File: config.mk
export PLATFORM = sky130hd
export DESIGN_NAME = ir_nec_decoder
export DESIGN_NICKNAME = d
export VERILOG_FILES = /design/src/rtl/ir_nec_decoder.sv
export SDC_FILE = /design/constraint.sdc
export NUM_CORES = 1
export LEC_CHECK = 0
export ABC_AREA = 1
export CELL_PAD_IN_SITES_DETAIL_PLACEMENT = 0
export CELL_PAD_IN_SITES_GLOBAL_PLACEMENT = 1
export CORE_MARGIN = 2
export CORE_UTILIZATION = 40
export CTS_BUF_LIST = sky130_fd_sc_hd__clkbuf_4
export DETAILED_ROUTE_END_ITERATION = 10
export GPL_ROUTABILITY_DRIVEN = 0
export PLACE_DENSITY = 0.79
export SLEW_MARGIN = 25
export SYNTH_ARGS = -nofsm -noshare
export SYNTH_HDL_FRONTEND = slang
export SYNTH_SLANG_ARGS = --single-unit
File: constraint.sdc
create_clock -name clk_pixel_in -period 2.9 [get_ports clk_pixel_in]
set_clock_uncertainty 0.05 [all_clocks]
set_input_delay 0.58 -clock clk_pixel_in [delete_from_list [all_inputs] [get_ports clk_pixel_in]]
set_output_delay 0.58 -clock clk_pixel_in [all_outputs]
set_load 0.1 [all_outputs]
File: src/rtl/ir_nec_decoder.sv
// ir_nec_decoder: NEC-style IR frame decoder (leader, 32 data bits, repeat).
// Ports: clk_pixel_in/rst_in (sync, active-high), ir_in raw pin;
//   decoded_ir_out held code, decoded_ir_out_valid / repeat_out / error_out strobes.
module ir_nec_decoder #(
  parameter int CYCLES_PER_US = 74,
  parameter int GLITCH_US     = 20,
  parameter bit IR_ACTIVE_LOW = 1'b1,
  parameter bit CHECK_INVERSE = 1'b0
) (
  input  logic        clk_pixel_in,
  input  logic        rst_in,
  input  logic        ir_in,
  output logic [31:0] decoded_ir_out,
  output logic        decoded_ir_out_valid,
  output logic        repeat_out,
  output logic        error_out
);

  localparam int FILT_CYC = GLITCH_US * CYCLES_PER_US;
  localparam int FW_RAW   = $clog2(FILT_CYC + 1);
  localparam int FW       = (FW_RAW > 0) ? FW_RAW : 1;
  localparam int PW_RAW   = $clog2(CYCLES_PER_US);
  localparam int PW       = (PW_RAW > 0) ? PW_RAW : 1;
  localparam logic IDLE_LVL = IR_ACTIVE_LOW ? 1'b1 : 1'b0;
  localparam logic [FW-1:0] FILT_LAST = FW'(FILT_CYC - 1);
  localparam logic [PW-1:0] PRE_LAST  = PW'(CYCLES_PER_US - 1);
  localparam logic [13:0]   US_SAT    = 14'h3FFF;

  typedef enum logic [2:0] {
    S_IDLE,
    S_LEAD_MARK,
    S_LEAD_SPACE,
    S_BIT_MARK,
    S_BIT_SPACE,
    S_REP_MARK,
    S_TRAIL
  } state_t;

  logic [1:0]    r_sync;
  logic          r_filt;
  logic          r_filt_q;
  logic [FW-1:0] r_gcnt;
  logic [PW-1:0] r_pre;
  logic [13:0]   r_us;

  state_t        r_state;
  logic [4:0]    r_bit_idx;
  logic [31:0]   r_word;
  logic [31:0]   r_code;
  logic          r_valid;
  logic          r_rep;
  logic          r_err;

  logic          w_raw_mark;
  logic          w_edge;
  logic          w_mark_start;
  logic          w_mark_end;
  logic [13:0]   w_max;
  logic          w_timeout;
  logic          w_bit0;
  logic          w_bit1;
  logic [31:0]   w_shift;
  logic          w_inv_ok;

  state_t        w_state_nxt;
  logic [4:0]    w_idx_nxt;
  logic [31:0]   w_word_nxt;
  logic [31:0]   w_code_nxt;
  logic          w_valid_nxt;
  logic          w_rep_nxt;
  logic          w_err_nxt;

  function automatic logic in_win(
    input logic [13:0] w,
    input logic [13:0] lo,
    input logic [13:0] hi
  );
    return (w >= lo) && (w <= hi);
  endfunction

  assign w_raw_mark   = IR_ACTIVE_LOW ? ~r_sync[1] : r_sync[1];
  assign w_edge       = r_filt ^ r_filt_q;
  assign w_mark_start = w_edge & r_filt;
  assign w_mark_end   = w_edge & ~r_filt;

  // Sync flops reset to the idle pin level so no edge is seen after reset.
  always_ff @(posedge clk_pixel_in) begin
    if (rst_in) begin
      r_sync   <= {2{IDLE_LVL}};
      r_filt   <= 1'b0;
      r_filt_q <= 1'b0;
      r_gcnt   <= '0;
    end else begin
      r_sync   <= {r_sync[0], ir_in};
      r_filt_q <= r_filt;
      if (w_raw_mark == r_filt) begin
        r_gcnt <= '0;
      end else if (r_gcnt == FILT_LAST) begin
        r_filt <= w_raw_mark;
        r_gcnt <= '0;
      end else begin
        r_gcnt <= r_gcnt + 1'b1;
      end
    end
  end

  always_ff @(posedge clk_pixel_in) begin
    if (rst_in || w_edge) begin
      r_pre <= '0;
      r_us  <= '0;
    end else if (r_pre == PRE_LAST) begin
      r_pre <= '0;
      if (r_us != US_SAT) begin
        r_us <= r_us + 14'd1;
      end
    end else begin
      r_pre <= r_pre + 1'b1;
    end
  end

  always_comb begin
    w_max = US_SAT;
    case (r_state)
      S_LEAD_MARK:  w_max = 14'd11250;
      S_LEAD_SPACE: w_max = 14'd5625;
      S_BIT_MARK:   w_max = 14'd725;
      S_BIT_SPACE:  w_max = 14'd2110;
      S_REP_MARK:   w_max = 14'd725;
      S_TRAIL:      w_max = 14'd725;
      default:      w_max = US_SAT;
    endcase
  end

  assign w_timeout = (r_state != S_IDLE) && (r_us > w_max);
  assign w_bit0    = in_win(r_us, 14'd400, 14'd725);
  assign w_bit1    = in_win(r_us, 14'd1265, 14'd2110);
  assign w_shift   = {w_bit1, r_word[31:1]};
  assign w_inv_ok  = (w_shift[15:8] == ~w_shift[7:0]) &&
                     (w_shift[31:24] == ~w_shift[23:16]);

  // A timeout overrides any edge in the same cycle.
  always_comb begin
    w_state_nxt = r_state;
    w_idx_nxt   = r_bit_idx;
    w_word_nxt  = r_word;
    w_code_nxt  = r_code;
    w_valid_nxt = 1'b0;
    w_rep_nxt   = 1'b0;
    w_err_nxt   = 1'b0;
    if (w_timeout) begin
      w_state_nxt = S_IDLE;
      w_err_nxt   = (r_state != S_TRAIL);
    end else begin
      case (r_state)
        S_IDLE: begin
          if (w_mark_start) w_state_nxt = S_LEAD_MARK;
        end
        S_LEAD_MARK: begin
          if (w_mark_end) begin
            if (in_win(r_us, 14'd6750, 14'd11250)) begin
              w_state_nxt = S_LEAD_SPACE;
            end else begin
              w_state_nxt = S_IDLE;
              w_err_nxt   = 1'b1;
            end
          end
        end
        S_LEAD_SPACE: begin
          if (w_mark_start) begin
            if (in_win(r_us, 14'd3375, 14'd5625)) begin
              w_state_nxt = S_BIT_MARK;
              w_idx_nxt   = 5'd0;
            end else if (in_win(r_us, 14'd1687, 14'd2812)) begin
              w_state_nxt = S_REP_MARK;
            end else begin
              w_state_nxt = S_IDLE;
              w_err_nxt   = 1'b1;
            end
          end
        end
        S_BIT_MARK: begin
          if (w_mark_end) begin
            if (in_win(r_us, 14'd400, 14'd725)) begin
              w_state_nxt = S_BIT_SPACE;
            end else begin
              w_state_nxt = S_IDLE;
              w_err_nxt   = 1'b1;
            end
          end
        end
        S_BIT_SPACE: begin
          if (w_mark_start) begin
            if (w_bit0 || w_bit1) begin
              w_word_nxt = w_shift;
              if (r_bit_idx == 5'd31) begin
                w_state_nxt = S_TRAIL;
                if (!CHECK_INVERSE || w_inv_ok) begin
                  w_code_nxt  = w_shift;
                  w_valid_nxt = 1'b1;
                end else begin
                  w_err_nxt = 1'b1;
                end
              end else begin
                w_idx_nxt   = r_bit_idx + 5'd1;
                w_state_nxt = S_BIT_MARK;
              end
            end else begin
              w_state_nxt = S_IDLE;
              w_err_nxt   = 1'b1;
            end
          end
        end
        S_REP_MARK: begin
          if (w_mark_end) begin
            w_state_nxt = S_IDLE;
            if (in_win(r_us, 14'd400, 14'd725)) begin
              w_rep_nxt = 1'b1;
            end else begin
              w_err_nxt = 1'b1;
            end
          end
        end
        S_TRAIL: begin
          if (w_mark_end) w_state_nxt = S_IDLE;
        end
        default: w_state_nxt = S_IDLE;
      endcase
    end
  end

  always_ff @(posedge clk_pixel_in) begin
    if (rst_in) begin
      r_state   <= S_IDLE;
      r_bit_idx <= '0;
      r_word    <= '0;
      r_code    <= '0;
      r_valid   <= 1'b0;
      r_rep     <= 1'b0;
      r_err     <= 1'b0;
    end else begin
      r_state   <= w_state_nxt;
      r_bit_idx <= w_idx_nxt;
      r_word    <= w_word_nxt;
      r_code    <= w_code_nxt;
      r_valid   <= w_valid_nxt;
      r_rep     <= w_rep_nxt;
      r_err     <= w_err_nxt;
    end
  end

  assign decoded_ir_out       = r_code;
  assign decoded_ir_out_valid = r_valid;
  assign repeat_out           = r_rep;
  assign error_out            = r_err;

endmodule
### After elaboration in Yosys (flattened, before gate mapping)

Index checks and enable logic that the tools add are counted.

| storage, ports and cells | value |
|---|---|
| bits in registers | 111 |
| input bits | 3 |
| output and inout bits | 35 |
| word-level logic and storage cells | 119 |

| operators by class | value |
|---|---|
| add/sub/neg operators | 4 |
| order comparisons | 11 |
| equality and inequality tests | 21 |
| multiplexer cells | 33 |
| bitwise operators | 12 |
| reduce and logical (&&, ||, !) cells | 25 |

Operator list:

| kind | count |
|---|---|
| one-hot mux 14 bit (4 select lines) | 1 |
| two-way mux 3 bit | 11 |
| greater-or-equal comparator 14 x 11 -> 1 bit, second input constant | 2 |
| <= comparator 14 x 12 -> 1 bit, second input constant | 2 |
| two-way mux 5 bit | 5 |
| one-hot mux 3 bit (6 select lines) | 1 |
| != test 2 bit, second input constant | 8 |
| adder 14 x 1 -> 14 bit, second input constant | 1 |
| greater-or-equal comparator 14 x 12 -> 1 bit, second input constant | 1 |
| greater-or-equal comparator 14 x 13 -> 1 bit, second input constant | 1 |
| greater-or-equal comparator 14 x 9 -> 1 bit, second input constant | 1 |
| > comparator 14 bit | 1 |
| <= comparator 14 x 10 -> 1 bit, second input constant | 1 |
| <= comparator 14 x 13 -> 1 bit, second input constant | 1 |
| <= comparator 14 bit, second input constant | 1 |
| != test 14 bit, second input constant | 1 |
| two-way mux 1 bit | 12 |
| adder 11 x 1 -> 11 bit, second input constant | 1 |
| equality test 11 bit, second input constant | 1 |
| one-hot mux 5 bit (2 select lines) | 1 |
| equality test 3 bit, second input constant | 3 |
| NOT 1 bit | 9 |
| OR reduction 2 bit | 4 |
| adder 7 x 1 -> 7 bit, second input constant | 1 |
| other kinds (25) | 35 |

### Depth between registers and ports, before layout

| depth | value |
|---|---|
| depth after elaboration | 7 |
| gate-level depth with buffers | 23 |
| depth with buffers taken out | 22 |

### Least setup slack after synthesis

OpenSTA, ideal clock, no wires.

| timing path | value |
|---|---|
| path type | register to register |
| start point | reg r_state[2] |
| end point | reg r_code[10] (netlist: decoded_ir_out[10]) |
| library setup time | 118 ps |
| data arrival time | 2543 ps |
| data required time | 2732 ps |
| setup slack | 189 ps |
| cell stages (with the launch flop) | 22 |
| path buffers | 1 |
| period minus slack after synthesis | 2711 ps |
| cell sequence | dfxtp_1 > inv_1 > nand2_1 > nor2_1 > nor2_1 > nand2_1 > inv_1 > nand2_1 > nor2_1 > nor2_1 > ha_1 > nand2_1 > nor2_1 > nand4_1 > o21a_1 > nand2_2 > nand2_4 > nor2_8 > buf_6 > nand2_1 > nor2_1 > nor2_1 |

| between the ends | value |
|---|---|
| word-level cells in the longest chain between the ends | 7 |
| elaborated cells between the ends (all ways) | 13 |
| classes of those cells | order compare (1); eq/ne (6); mux (1); bitwise (1); reduce/logical (4) |

RTL lines:

| item | RTL line | RTL |
|---|---|---|
| start, declared | 46 | `state_t r_state;` |
| start signal, assigned | 241 | `r_state <= w_state_nxt;` |
| equality test 3 bit / equality test 3 x 2 -> 1 bit (equally long branches) | 123 | `case (r_state)` |
| OR reduction 3 bit (no source line) | - |  |
| one-hot mux 14 bit (4 select lines) | 123 |  |
| > comparator 14 bit | 134 | `assign w_timeout = (r_state != S_IDLE) && (r_us > w_max);` |
| logical AND 1 bit | 134 |  |
| NOT 1 bit (no source line) | - |  |
| AND reduction 5 bit (no source line) (*) | - |  |
| end signal, assigned | 244 | `r_code <= w_code_nxt;` |
| end, declared | 49 | `logic [31:0] r_code;` |

Every way passes the cells marked *; elsewhere a longest branch is shown, timed or not.
A chain may end at the register's enable or synchronous reset.

### Final worst setup path

| timing path | value |
|---|---|
| start point | reg r_state[2] |
| end point | reg r_code[29] (netlist: decoded_ir_out[29]) |

The elaborated chain is that of the path after synthesis.

==> impl_metrics.yaml <==
synth:
  synth_compound_gate_area_share_pct: 15.5
  synth_seq_cells: 110
  count_of_flip_flops_with_a_built_in_enable_after_synthesis: 0
  synth.net_count: 799
  ys_seq_area_share_pct: 40.3
  syn_avg_cell_area_um2: 7.07
  synth_xor_area_share_pct: 0.481
  main_synth_ff_type: "dfxtp_1"
  async_flop_share_pct: 0
  synthMostInstantiatedCell: "nand2_1"
  synth_simple_gate_area_share_pct: 28.6
  synth-warning-count: 0
  syn-cell-area_um2: 5460
  synthAdderAreaFrac_pct: 5.50
  synth_cell_types: 40
  area_share_of_the_leading_cell_type_in_the_synthesized_netlist_pct: 40.3
  synth.largest_area_cell: "dfxtp_1"
  netlist_top_cells_count: "nand2_1, dfxtp_1, nor2_1"
  synth_top_family_by_area: "simple AND/OR/NAND/NOR gates"
  synth.top_cells.by_area: "dfxtp_1, nand2_1, a21oi_1"
  synth_cells: 772
  post_synth_mux_area_share_pct: 0
finish:
  drive_gt1_share_pct: 18.4
  utilization_pct: 49.4
  layout.nets: 854
  antenna_cells: 0
  area_delta_synth_final_pct: 20.2
floorplan:
  die_height_um: 121
  rows: 42
  die_outline_width_um: 121
  effective_utilization_at_floorplan_pct: 41.1
  io_pins: 38
  design.core.area_um2: 13300
  die_area_um2: 14600
clock_network:
  cts-hold-fix-buffers: 0
  clock_tree.buffer_depth: 2
  clock-sinks: 110
  cts_made_buffers: 9
  clock_latency_ns: 0.51
  clock_tree.root_cell: "clkbuf_4"
  tritoncts: "yes"
  worst_setup_hold_path_clk_slew_ns: 0.19
  h-tree-depth: 3
worst_hold_path:
  hold_start: "r_sync[0]"
  holdPathStages: 1
  hp-class: "flip-flop to flip-flop"
  worst_hold_path.endpoint: "r_sync[1]"
sta:
  max_slew_margin_vs_limit_pct: 58.9
  grt_setup_unrepaired: "yes"
  fin_setup_tns_ns: 0
  timing.final.setup_violations: 0
  worst_slew_pin_slew_ns: 0.616
  final_min_period_over_clock_period_pct: 99.1
  finalMaxSlewViolations: 0
  final-hold-violation-count: 0
  layout_min_cycle_time_ns: 2.87
  clock.fmax_mhz: 348
detailed_routing:
  detail_route.first_pass.iterations: 4
  routed_wire_length_per_instance_um: 14.5
  routed_via_density: 5.07
  drc: 0
  vias: 5115
  drtIter0Drc: 272
  wl_um: 14600
  route.antenna.remaining_nets: 0
setup_path:
  max_stage_delay_ns: 0.39
  timing.critical_path.fanout_max: 7
  r2r_cells: 21
  critical_path.endpoint_type: "flip-flop"
  crit-reg2reg-launch: "r_state[2]"
  worstSetupStartpointType: "flip-flop"
  worst_ep_arrival_time_ns: 3.25
  category_of_the_critical_setup_timing_path: "flip-flop to flip-flop"
  worstPathCellList: "inv_2 > nand2_2 > nor2_2 > nor2_1 > nand2_1 > inv_2 > nand2_4 > nor2_4 > nor2_2 > ha_1 > nand2_2 > nor2_4 > nand4_1 > o21a_1 > nand2_2 > nand2_4 > nor2_4 > buf_12 > buf_4 > clkbuf_16 > a21oi_2"
  worst_ep_required_time_ns: 3.28
  worst_path_max_delay_cell: "dfxtp_2"
  setup.reg_to_reg.worst_slack_ns: 0.03
  regToRegEndpoint: "decoded_ir_out[29]"
run:
  max_cap_violations: 0
grt:
  grt_antenna_before_repair: 0
  grt_pass1_wl_um: 22100
  number_of_global_route_vias_before_repair: 4678
  maximum_number_of_pins_on_one_net_before_global_route_repair: 67
  grt_overflow_total: 0
  grt_usage_pct: 18.7
run_status:
  run_status: "finished clean"
pwr:
  static-leakage-power_nw: 2.79
  vdd_ir_drop_max_mv: 0.326
  power.density_nw_per_um2: 366
place:
  dp_hpwl_um: 9550
  numPortBuffers: 37
registers in the layout (all words and copies together) (netlist names):
signal,count
r_pre,7
decoded_ir_out_valid,1
error_out,1
r_word,31
r_filt_q,1
r_us,14
r_gcnt,11
r_state,3
decoded_ir_out,32
repeat_out,1
r_bit_idx,5
r_sync,2
r_filt,1
worst max-delay path by stage:
| stage | slack (ns) | to | startpoint |
|---|---|---|---|
| after floorplan | 0.19 | decoded_ir_out[10] | r_state[2] |
| final | 0.03 | decoded_ir_out[29] | r_state[2] |
| after global routing | -0.17 | decoded_ir_out[18] | r_state[2] |
| after CTS | 0.006 | decoded_ir_out[27] | r_state[2] |
| after detailed placement | 0.03 | decoded_ir_out[16] | r_state[0] |
| after global placement | 0.14 | decoded_ir_out[22] | r_state[2] |
where the power goes:
group	internal (mW)	total, mW	switching (mW)
clock	0.209	0.781	0.572
combinational	0.0322	0.0907	0.0584
sequential	1.52	1.53	0.00784
cell usage in the layout, fill, tap and decap left out, types with 2 or more instances in the layout:
| master | netlist | routed |
|---|---|---|
| nand2_1 | 153 | 136 |
| dfxtp_1 | 110 | 107 |
| nor2_1 | 105 | 95 |
| inv_1 | 89 | 87 |
| a21oi_1 | 79 | 73 |
| buf_4 | 5 | 52 |
| nand3_1 | 37 | 37 |
| o21ai_0 | 50 | 35 |
| o21ai_1 | 18 | 30 |
| ha_1 | 24 | 23 |
| nand2_2 | 8 | 21 |
| nor3_1 | 15 | 15 |
| nand4_1 | 12 | 12 |
| clkbuf_4 | 0 | 10 |
| clkbuf_16 | 0 | 8 |
| inv_2 | 6 | 7 |
| nor2_2 | 0 | 7 |
| a21oi_2 | 1 | 7 |
| nor3b_1 | 7 | 7 |
| nand2_4 | 2 | 6 |
| nor2_4 | 2 | 6 |
| buf_12 | 0 | 5 |
| or2_2 | 4 | 4 |
| o21bai_1 | 3 | 3 |
| o21ai_2 | 0 | 3 |
| nor4_1 | 3 | 3 |
| o21a_1 | 2 | 2 |
| o211ai_1 | 2 | 2 |
| xor2_1 | 2 | 2 |
| inv_6 | 0 | 2 |
| clkinv_4 | 0 | 2 |
| buf_6 | 6 | 2 |
| clkdlybuf4s50_1 | 0 | 2 |
| dfxtp_4 | 0 | 2 |
cell type report:
type                       instances  area (um^2)
fill                            1355         6730
inverter                          95          359
clock inverter                     6         62.6
clock buffer                      10         75.1
sequential                       110         2210
timing repair buffer              69          733
tap                              176          220
multi-input combinational        542         2900
layer usage:
metal  vias to the layer above  GRT usage [%]  part of all wire [%]
li1                       2618              -                     -
met1                      2406           25.5                    50
met2                        74           29.3                    45
met3                        17           4.62                   3.8
met4                         0           5.52                   1.3
met5                         -              0                     0
logic make-up after synthesis:
group	count (synthesis)
and+or+nand+nor	354
xor gates and xnor gates	3
buffers and inverters	121
AOI/OAI and AO/OA	160
adders and majority gates	24
DFF	110
what timing repair did:
action,in CTS,in global routing
pin swaps,0,27
endpoints found under the setup margin,1,72
resized for setup,1,69
cloned,0,12
buffers inserted,0,8
metrics by stage:
step | area (um^2) | setup slack (ns) | hold slack (ns) | instances | total power [mW]
floorplan | 5460 | 0.189 | 0.339 | 772 | 1.62
detailed placement | 5940 | 0.0292 | 0.354 | 973 | 1.64
CTS | 6080 | 0.00593 | 0.394 | 989 | 2.41
finish | 6560 | 0.0260 | 0.390 | 1008 | 2.40
global placement | 5940 | 0.137 | 0.344 | 973 | 1.64
global route | 6560 | -0.166 | 0.416 | 1008 | 2.49
critical path: cells and delay by family, from the launching register on:
kind / cells / cell delay, ns
AND/OR/NAND/NOR: 13 / 1.16
adder cells (fa/ha/maj): 1 / 0.30
buffers and inverters: 5 / 0.58
AO/OA/AOI/OAI: 2 / 0.29
flip-flops: 1 / 0.39
(Power assumes the default switching activity.)
